--- config.mk ---
export PLATFORM = sky130hd
export DESIGN_NAME = cpu_ctrl_fsm
export DESIGN_NICKNAME = d
export VERILOG_FILES = /design/src/rtl/cpu_ctrl_fsm.sv
export SDC_FILE = /design/constraint.sdc
export NUM_CORES = 1
export LEC_CHECK = 0
export CELL_PAD_IN_SITES_DETAIL_PLACEMENT = 1
export CELL_PAD_IN_SITES_GLOBAL_PLACEMENT = 1
export CORE_ASPECT_RATIO = 0.75
export CORE_MARGIN = 5
export CORE_UTILIZATION = 37
export DETAILED_ROUTE_END_ITERATION = 8
export GPL_TIMING_DRIVEN = 1
export HOLD_SLACK_MARGIN = 0.05
export PLACE_DENSITY = 0.84
export SKIP_CTS_REPAIR_TIMING = 1
export SLEW_MARGIN = 20
export SYNTH_ARGS = -nofsm -noshare
export SYNTH_HDL_FRONTEND = slang
export SYNTH_SLANG_ARGS = --single-unit
--- constraint.sdc ---
create_clock -name clk -period 2.5 [get_ports clk]
set_input_delay 0.5 -clock clk [delete_from_list [all_inputs] [get_ports clk]]
set_output_delay 0.5 -clock clk [all_outputs]
set_load 0.02 [all_outputs]
--- src/rtl/cpu_ctrl_fsm.sv ---
// Multi-cycle control sequencer for the 16-bit CPU: fetch handshake, two-word ops,
// multi-cycle MUL/DIV, separate write-back. Optional trap state via CU_ILLEGAL_TRAP_EN.
module cpu_ctrl_fsm #(
   parameter int OPCODE_W   = 4,
   parameter int ALU_MODE_W = 2,
   parameter int MULDIV_LAT = 4,
   parameter int CNT_W      = $clog2(MULDIV_LAT + 1)
) (
   input  logic                  clk,
   input  logic                  rst,
   input  logic                  en,
   input  logic                  imem_valid,
   input  logic [OPCODE_W-1:0]   opcode,
   output logic [ALU_MODE_W-1:0] alu_mode,
   output logic                  ins_load,
   output logic                  op1_load,
   output logic                  op2_load,
   output logic                  pc_load,
   output logic                  pc_inc,
   output logic                  reg_load,
   output logic                  busy,
   output logic                  trap
);

   typedef enum logic [2:0] {
      StReset, StFetch, StExtFetch, StExec, StWb, StTrap
   } state_e;

   localparam logic [CNT_W-1:0] CntLast = CNT_W'(MULDIV_LAT - 1);

   state_e              state_q;
   logic [OPCODE_W-1:0] op_q;
   logic [CNT_W-1:0]    cnt_q;
   logic [3:0]          op_lo;
   logic [1:0]          mode;

   function automatic logic is_illegal(input logic [OPCODE_W-1:0] op);
      return ((op >> 4) != '0) || (op[3:1] == 3'b111);
   endfunction

   function automatic logic is_ext(input logic [OPCODE_W-1:0] op);
      return !is_illegal(op) && (op[3:1] == 3'b110);
   endfunction

   assign op_lo = op_q[3:0];

   always_ff @(posedge clk) begin
      if (rst) begin
         state_q <= StReset;
         op_q    <= '0;
         cnt_q   <= '0;
      end else if (en) begin
         case (state_q)
            StReset: state_q <= StFetch;
            StFetch: begin
               if (imem_valid) begin
                  op_q <= opcode;
                  if (is_illegal(opcode)) begin
`ifdef CU_ILLEGAL_TRAP_EN
                     state_q <= StTrap;
`else
                     state_q <= StFetch;
`endif
                  end else if (is_ext(opcode)) begin
                     state_q <= StExtFetch;
                  end else begin
                     state_q <= StExec;
                  end
               end
            end
            StExtFetch: if (imem_valid) state_q <= StExec;
            StExec: begin
               // MUL (0001) and DIV (0011) hold EXEC for MULDIV_LAT cycles
               if ((op_lo[3:2] != 2'b00) || !op_lo[0] || (cnt_q == CntLast)) begin
                  cnt_q   <= '0;
                  state_q <= StWb;
               end else begin
                  cnt_q <= cnt_q + 1'b1;
               end
            end
            StWb: state_q <= StFetch;
`ifdef CU_ILLEGAL_TRAP_EN
            StTrap: state_q <= StTrap;
`endif
            default: state_q <= StReset;
         endcase
      end
   end

   always_comb begin
      mode = 2'b00;
      if (op_lo <= 4'd3)       mode = 2'b01;
      else if (op_lo <= 4'd10) mode = 2'b10;
   end

   always_comb begin
      alu_mode = '0;
      ins_load = 1'b0;
      op1_load = 1'b0;
      op2_load = 1'b0;
      pc_load  = 1'b0;
      pc_inc   = 1'b0;
      reg_load = 1'b0;
      busy     = (state_q != StReset);
`ifdef CU_ILLEGAL_TRAP_EN
      trap     = (state_q == StTrap);
`else
      trap     = 1'b0;
`endif
      case (state_q)
         StFetch: begin
            pc_load  = en;
            ins_load = en && imem_valid;
            pc_inc   = en && imem_valid;
         end
         StExtFetch: begin
            pc_load  = en;
            ins_load = en && imem_valid;
            pc_inc   = en && imem_valid;
            op1_load = en && imem_valid && (op_lo == 4'b1100);
         end
         StExec: begin
            alu_mode = ALU_MODE_W'(mode);
            // Operand strobes only on the first EXEC cycle
            op1_load = en && (cnt_q == '0) && ((op_lo <= 4'd7) || (op_lo == 4'd9) ||
                                                (op_lo == 4'd10));
            op2_load = en && (cnt_q == '0) && ((op_lo <= 4'd6) ||
                                                ((op_lo >= 4'd8) && (op_lo <= 4'd11)));
         end
         StWb: begin
            alu_mode = ALU_MODE_W'(mode);
            reg_load = en;
         end
         default: ;
      endcase
   end

endmodule

Word level (Yosys, flattened, before mapping)
Cells that the tools add are included.
{ "word_totals": {"regBits": 10, "out_inout_bits": 10} }
{ "op_classes": {"order_cmp": 6, "mux": 15, "n_eq_ne": 13, "reduce_logical": 24, "addsub": 1} }
{ "ops": {"columns": ["op", "count"], "rows": [
  ["4-bit equality test, second input constant", 3],
  ["3-bit 2-to-1 mux", 4],
  ["3-bit case mux with 4 select lines", 1],
  ["3-bit by 2-bit equality test with 1-bit output, second input constant", 3],
  ["3-bit equality test, second input constant", 3],
  ["4-bit by 3-bit <= comparator with 1-bit output, second input constant", 2],
  ["4-bit <= comparator, second input constant", 2],
  ["2-bit 2-to-1 mux", 4],
  ["1-bit logical AND", 7],
  ["3-bit logical NOT", 2],
  ["2-bit != test, second input constant", 3],
  ["2-bit OR reduction", 3],
  ["1-bit logical OR", 5],
  ["1-bit 2-to-1 mux", 5],
  ["4-bit >= comparator, second input constant", 1],
  ["4-bit by 2-bit <= comparator with 1-bit output, second input constant", 1],
  ["4-bit AND reduction", 1],
  ["3-bit by 1-bit adder with 3-bit output, second input constant", 1],
  ["3-bit by 1-bit equality test with 1-bit output, second input constant", 1],
  ["3-bit AND reduction", 1],
  ["3-bit nonzero test", 1],
  ["1-bit logical NOT", 2],
  ["1-bit case mux with 2 select lines", 1],
  ["2-bit AND reduction", 1],
  ["2-bit nonzero test", 1]
]} }

Logic depth before layout (Yosys ltp)
Gate-level depths: netlist of the first run.
{ "depth": {"ltp_word": 7, "ltp_mapped": 5, "mapped_depth_nobuf": 5} }

Worst setup path after synthesis of the first run
No wires, ideal clock.
{ "synth_path": {"kind": "input-to-output", "from": "input port en", "to": "output port op1_load", "t_arrival_ps": 1591, "path_slack_ps": 409, "stages": 4, "required_ps": 2000, "path_cell_list": "clkbuf_1 > and4b_1 > nand3_1 > o21ai_0"} }
{ "synth_between": {"elab_chain_len": 3, "elab_cells_between_ends": 5, "classes_between": "mux: 1; reduce/logical: 4"} }
{ "synth_lines": {"columns": ["item", "line", "source"], "rows": [
  ["start, declared", "11", "input logic en,"],
  ["1-bit logical AND, on equally long branches (2 in series)", "125, 120", null],
  ["1-bit case mux with 2 select lines *", "110", "case (state_q)"],
  ["end, declared", "16", "output logic op1_load,"]
]} }
Every way passes the cells marked *; elsewhere a longest branch is shown, timed or not.

Final worst setup path of the first run
{ "layout_path": {"from": "register state_q[0]", "to": "output port alu_mode[1]"} }
{ "layout_between": {"elab_chain_len": 3, "elab_cells_between_ends": 4, "classes_between": "eq/ne: 2; mux: 1; reduce/logical: 1"} }
{ "layout_lines": {"columns": ["item", "line", "source"], "rows": [
  ["start, declared", "31", "state_e state_q;"],
  ["start signal, assigned", "49", "state_q <= StReset;"],
  ["start signal, assigned", "54", "StReset: state_q <= StFetch;"],
  ["start signal, assigned", "62", "state_q <= StFetch;"],
  ["3-bit equality test / 3-bit by 2-bit equality test with 1-bit output (equally long branches)", "110", null],
  ["2-bit OR reduction (no line) *", null, null],
  ["2-bit 2-to-1 mux *", "110", null],
  ["end, declared", "14", "output logic [ALU_MODE_W-1:0] alu_mode,"]
]} }
Marks and branches as above.

==> results.toml, run 1 <==
[status]
status = "complete, no violations"

[job]
number_of_max_capacitance_violations_reported = 0

[floorplan]
fp.dieW_um = 61.3
rows = 13
design.core.area_um2 = 1810
initial_utilization_pct = 40.4
fp.dieH_um = 48.5
floorplan.io_pins = 18
die_area_um2 = 2970

[global_routing]
grt.overflow.total = 0
vias_in_the_first_global_route = 764
antenna_found_initial = 0
grt_pass1_wl_um = 3640
grt_use_total_pct = 16.4
grt_max_degree = 14

[sta]
timing_hold_violations_final = 0
layout_worst_path_cycle_share_pct = 93.8
timing.final.crit_period_ps = 2350
setup_viol = 0
highest_clock_rate_ghz = 0.426
skew_ps = 3.30
finalMaxSlewViolations = 0
grt_setup_unrepaired = "no"

[placement]
io_buffers = 16
gp_congestion = 0.821
place_inst = 129
place_area_um2 = 916
detailed_place_hpwl_um = 1780

[routing]
detailroute.via_count = 760
wl_per_cell_um = 16.5
drt.antenna.violating_nets = 0
met3RoutedLength_um = 101
first_iter_violations = 12
detail_route.wirelength_um = 2190
drc = 0
wl_met1_um = 991
detail_route.vias_per_cell = 5.71
highest_layer = "met4"
drt_pre_antenna_iters = 4
met2_length_um = 1080

[synthesis]
syn-cell-area_um2 = 729
synthDominantAreaCellType = "sky130_fd_sc_hd__dfxtp_1"
asyncSetResetFlopFracSynth_pct = 0
synth-edff-count = 0
synthesis.nets = 105
number_of_library_cell_types_mapped_by_synthesis = 37
yosys_warnings = 0
yosys_register_bits = 10
synth.avg_cell_area_um2 = 7.76
ys_seq_area_share_pct = 27.4
synth_most_common_cell = "sky130_fd_sc_hd__dfxtp_1"
yosys-top-cells-count = "sky130_fd_sc_hd__dfxtp_1 (10), sky130_fd_sc_hd__a21oi_1 (9), sky130_fd_sc_hd__nand3_1 (7)"
post_synth_main_area_contributors = "sky130_fd_sc_hd__dfxtp_1 (27%), sky130_fd_sc_hd__a21oi_1 (6.2%), sky130_fd_sc_hd__ha_1 (5.1%)"
ys_dominant_reg_cell = "sky130_fd_sc_hd__dfxtp_1"
synth_top_cell_area_share_pct = 27.4
syn-instance-count = 94

[layout]
multi_input_comb_area_um2 = 459
regArea_um2 = 201
post-route-cell-area_um2 = 973
area_overhead_vs_synth_pct = 33.4
instances_no_fill = 133
antenna_cells_inserted = 0
drive_gt1_share_pct = 15.3
finish.net_count = 123
layout.filler_cells = 225

[min_path]
hold_path_startpoint = "cnt_q[2]$_SDFFE_PP0P_"
min_path_type = "flip-flop to flip-flop"
worst_hold_end = "cnt_q[2]$_SDFFE_PP0P_"
hold_depth = 2

[critical_path]
path_max_fanout = 12
crit_path_start_kind = "flip-flop"
required_ps = 2000
worst_setup_path_end_kind = "output port"
worstPathArrival_ps = 1850
number_of_cells_traversed_by_the_worst_register_to_register_path = 6
rr_startpoint = "cnt_q[0]$_SDFFE_PP0P_"
worstSetupPathType = "flip-flop to output port"
reg2reg_to = "state_q[1]$_SDFFE_PP0P_"
timing.reg2reg.setup_slack_ps = 730

[clock_tree]
clockBufferDepth = 2
worst_skew_pair.late_latency_ps = 270
tritoncts = "built"
cts.htree.levels = 1
clkTransAtPathRegs_ps = 70
clockRootBuffer = "sky130_fd_sc_hd__clkbuf_4"
numClockSinks = 10
numCtsBuffers = 3

[power]
vdd_drop_max_v = 0.000282
static-leakage-power_uw = 0.000470
power.density_cell_area_nw_per_um2 = 453
==> per-stage QoR <==
stage	TNS, ps	total power (µW)	utilization, %	setup slack, ps	hold slack [ps]
3_3_place_gp	-365	293	50.7	-120	450
2_1_floorplan	0	249	-	409	441
5_1_grt	0	465	53.9	25.1	500
4_1_cts	-857	447	52.7	-180	467
3_5_place_dp	-670	300	50.7	-183	457
6_report	0	441	53.9	154	462
==> placed cells by master, fill, tap and decap left out, types with 2 or more instances in the layout <==
cell                              count
sky130_fd_sc_hd__a21oi_1              9
sky130_fd_sc_hd__and3b_1              2
sky130_fd_sc_hd__buf_4                7
sky130_fd_sc_hd__clkbuf_4             3
sky130_fd_sc_hd__clkdlybuf4s50_1      9
sky130_fd_sc_hd__dfxtp_1              9
sky130_fd_sc_hd__dlymetal6s2s_1       7
sky130_fd_sc_hd__ha_1                 3
sky130_fd_sc_hd__inv_1                5
sky130_fd_sc_hd__nand2_1              6
sky130_fd_sc_hd__nand3_1              7
sky130_fd_sc_hd__nor2_1               5
sky130_fd_sc_hd__nor2b_1              3
sky130_fd_sc_hd__nor3_1               2
sky130_fd_sc_hd__nor4b_1              2
sky130_fd_sc_hd__o21ai_0              6
sky130_fd_sc_hd__or4bb_1              2
sky130_fd_sc_hd__xnor2_1              2
==> sequential cells by signal, summed over array words and instances (netlist names) <==
| signal | count |
|---|---|
| cnt_q | 3 |
| op_lo | 4 |
| state_q | 3 |
==> how the worst max path moves through the flow <==
stage / from / end / slack [ps]
5_1_grt: state_q[0]$_SDFFE_PP0P_ / alu_mode[1] / 30
3_3_place_gp: en / op1_load / -120
3_5_place_dp: en / op1_load / -180
2_1_floorplan: en / op1_load / 410
6_report: state_q[0]$_SDFFE_PP0P_ / alu_mode[1] / 150
4_1_cts: en / op1_load / -180
==> worst max-delay path, cell delays in order, from the launching register on <==
cell                              delay (ps)
sky130_fd_sc_hd__dfxtp_2                 440
sky130_fd_sc_hd__nor2b_2                 270
sky130_fd_sc_hd__a22oi_1                 120
sky130_fd_sc_hd__nor2_1                  130
sky130_fd_sc_hd__clkdlybuf4s50_1         610
==> cell families after synthesis <==
kind of cell | synth area share [%]
DFF | 27.4
muxes | 1.37
other | 0.514
adders and majority gates | 5.15
buffers and inverters | 9.95
and+or+nand+nor | 32.1
xor gates and xnor gates | 2.40
AOI/OAI and AO/OA | 21.1
==> power breakdown <==
| group | leakage, µW | internal [µW] | switching, µW |
|---|---|---|---|
| Sequential | 0.0000814 | 166 | 13.8 |
| Combinational | 0.000368 | 55.7 | 60.5 |
| Clock | 0.0000210 | 88.5 | 56.3 |
==> routing by layer <==
| layer | vias to the layer above | global-route usage, % |
|---|---|---|
| met1 | 373 | 20.9 |
| met4 | 0 | 3.25 |
| met2 | 15 | 25.9 |
| li1 | 368 | - |
| met3 | 4 | 6.35 |
| met5 | - | 0 |
==> area by class of cell <==
type / count / area share, %
inverters: 5 / 1.93
repair buffers: 23 / 23.7
well taps: 22 / 2.83
flip-flops and latches: 10 / 20.7
clock buffers: 4 / 3.73
multi-input cells: 69 / 47.2
Note: power is estimated with default switching activity, not from simulation.
==> run 2: changes to the inputs <==
--- a/config.mk
+++ b/config.mk
@@ -15,6 +15,7 @@
 export HOLD_SLACK_MARGIN = 0.05
 export PLACE_DENSITY = 0.84
 export SKIP_CTS_REPAIR_TIMING = 1
+export SKIP_LAST_GASP = 1
 export SLEW_MARGIN = 20
 export SYNTH_ARGS = -nofsm -noshare
 export SYNTH_HDL_FRONTEND = slang
==> results of run 2 <==
Same layout as run 1: the final DEF is identical, and so are final timing and power.
==> run 3: changes to the inputs <==
--- a/config.mk
+++ b/config.mk
@@ -13,7 +13,7 @@
 export DETAILED_ROUTE_END_ITERATION = 8
 export GPL_TIMING_DRIVEN = 1
 export HOLD_SLACK_MARGIN = 0.05
-export PLACE_DENSITY = 0.84
+export PLACE_DENSITY_LB_ADDON = 0.1
 export SKIP_CTS_REPAIR_TIMING = 1
 export SKIP_LAST_GASP = 1
 export SLEW_MARGIN = 20
==> results.toml, run 3 (same netlist as run 1, synthesis figures left out) <==
[power]
power.density_cell_area_nw_per_um2 = 455
total_power_uw = 445
static-leakage-power_uw = 0.000475
vdd_drop_max_v = 0.000226

[routing]
drt.antenna.violating_nets = 0
drt_pre_antenna_iters = 5
detailroute.via_count = 765
wl_per_cell_um = 16.3
drc = 0
detail_route.wirelength_um = 2190
first_iter_violations = 16
detail_route.vias_per_cell = 5.71

[critical_path]
crit_path_start_kind = "flip-flop"
critical_path.max_stage_delay_ps = 600
timing.reg2reg.setup_slack_ps = 480
required_ps = 2000
number_of_cells_traversed_by_the_worst_register_to_register_path = 5
worstSetupPathType = "flip-flop to output port"
worst_setup_path_end_kind = "output port"
crit_family = "buffers and inverters"
rr_startpoint = "cnt_q[0]$_SDFFE_PP0P_"
path_max_fanout = 7
path_buf_inv = 1
worstPathArrival_ps = 1810
reg2reg_to = "state_q[1]$_SDFFE_PP0P_"
timing.critical_path.slowest_stage_cell = "sky130_fd_sc_hd__clkdlybuf4s50_1"
crit_path_cell_trace = "nor2b_2 -> a22oi_1 -> nor2_1 -> clkdlybuf4s50_1"

[sta]
finalMaxSlewViolations = 0
grt_setup_unrepaired = "no"
tns_ps = 0
tightestPinTransition_ps = 888
layout_worst_path_cycle_share_pct = 92.2
post-route-worst-setup-slack_ps = 194
skew_ps = 4.03
timing.final.crit_period_ps = 2310
max-slew-margin-rel_pct = 40.0
timing_hold_violations_final = 0
setup_viol = 0
highest_clock_rate_ghz = 0.434

[floorplan]
fp.dieH_um = 48.5
fp.dieW_um = 61.3
rows = 13
initial_utilization_pct = 40.4
design.core.area_um2 = 1810
die_area_um2 = 2970
floorplan.io_pins = 18

[layout]
multi_input_comb_area_um2 = 459
antenna_cells_inserted = 0
flip_flop_count_of_the_largest_register_after_layout = 4
core_util_final_pct = 54.3
largest-register = "op_lo"
finish.net_count = 124
layout.filler_cells = 238
instances_no_fill = 134
layout_commonest_cell = "sky130_fd_sc_hd__dfxtp_1"
area_overhead_vs_synth_pct = 34.3
largestRegisters = "op_lo (4), cnt_q (3), state_q (3)"
regArea_um2 = 200
most-common-layout-cells = "sky130_fd_sc_hd__dfxtp_1 (10), sky130_fd_sc_hd__a21oi_1 (9), sky130_fd_sc_hd__clkdlybuf4s50_1 (9)"
drive_gt1_share_pct = 15.2

[placement]
gp_congestion = 0.750
dpl_worst_slack_ps = -188
place_inst = 130
detailed_place_hpwl_um = 1660
io_buffers = 16

[global_routing]
grt_pass1_wl_um = 3590
grt_max_degree = 14
vias_in_the_first_global_route = 756
globalRouteMet1Util_pct = 22.6
gr-usage-met3_pct = 4.23
grt.overflow.total = 0
antenna_found_initial = 0
grt_use_total_pct = 15.8
grt_util_met2_pct = 22.9
grt_most_used_layer = "met2"

[clock_tree]
tritoncts = "built"
clockRootBuffer = "sky130_fd_sc_hd__clkbuf_4"
numCtsBuffers = 3
cts.htree.levels = 1
worst_skew_pair.late_latency_ps = 260
numClockSinks = 10
clkTransAtPathRegs_ps = 70
clockBufferDepth = 2

[min_path]
hold_path_startpoint = "cnt_q[2]$_SDFFE_PP0P_"
hold_depth = 2
min_path_type = "flip-flop to flip-flop"
worst_hold_end = "cnt_q[2]$_SDFFE_PP0P_"

[job]
number_of_max_capacitance_violations_reported = 0

[status]
status = "complete, no violations"
-- run 3: cell count changes in the layout (fill, tap and decap cells not counted), sizes merged --
cell	change
buf	+1
-- run 3: final cells by class --
cell class | count | share of cell area (%)
clock buffer | 4 | 3.70
inverter | 5 | 1.92
multi-input combinational | 69 | 46.9
sequential | 10 | 20.4
tap | 22 | 2.81
timing repair buffer | 24 | 24.3
-- run 3: through the flow --
step	hold slack [ps]	area [µm²]
after global routing	503	980
after detailed placement	463	923
after floorplan	441	729
after CTS	472	960
after global placement	449	923
final	471	980
-- run 3: how the worst max path moves through the flow --
stage                                        from          end  slack, ps  cells past startpoint
after floorplan                                en     op1_load        410                      4
after global placement                         en     op1_load       -130                      5
after detailed placement                       en     op1_load       -190                      5
after CTS                                      en     op1_load       -190                      5
after global routing      state_q[0]$_SDFFE_PP0P_  alu_mode[1]        120                      4
final                     state_q[0]$_SDFFE_PP0P_  alu_mode[1]        190                      4
-- run 3: where the power goes --
| part | internal (µW) | leakage [µW] | switching (µW) |
|---|---|---|---|
| clock network | 88.4 | 0.0000210 | 58.7 |
| logic | 58.7 | 0.000373 | 63.1 |
| registers | 165 | 0.0000812 | 11.0 |
-- run 3: per-layer routing --
| layer | vias up | wire (µm) |
|---|---|---|
| li1 | 371 | - |
| met1 | 374 | 1110 |
| met2 | 20 | 964 |
| met3 | 0 | 119 |
| met4 | 0 | 0 |
| met5 | - | 0 |
-- run 3: worst min-delay path, stage by stage, from the launching register on --
cell and delay (ps):
sky130_fd_sc_hd__dfxtp_1 310, sky130_fd_sc_hd__nand2_1 70, sky130_fd_sc_hd__a21oi_2 50
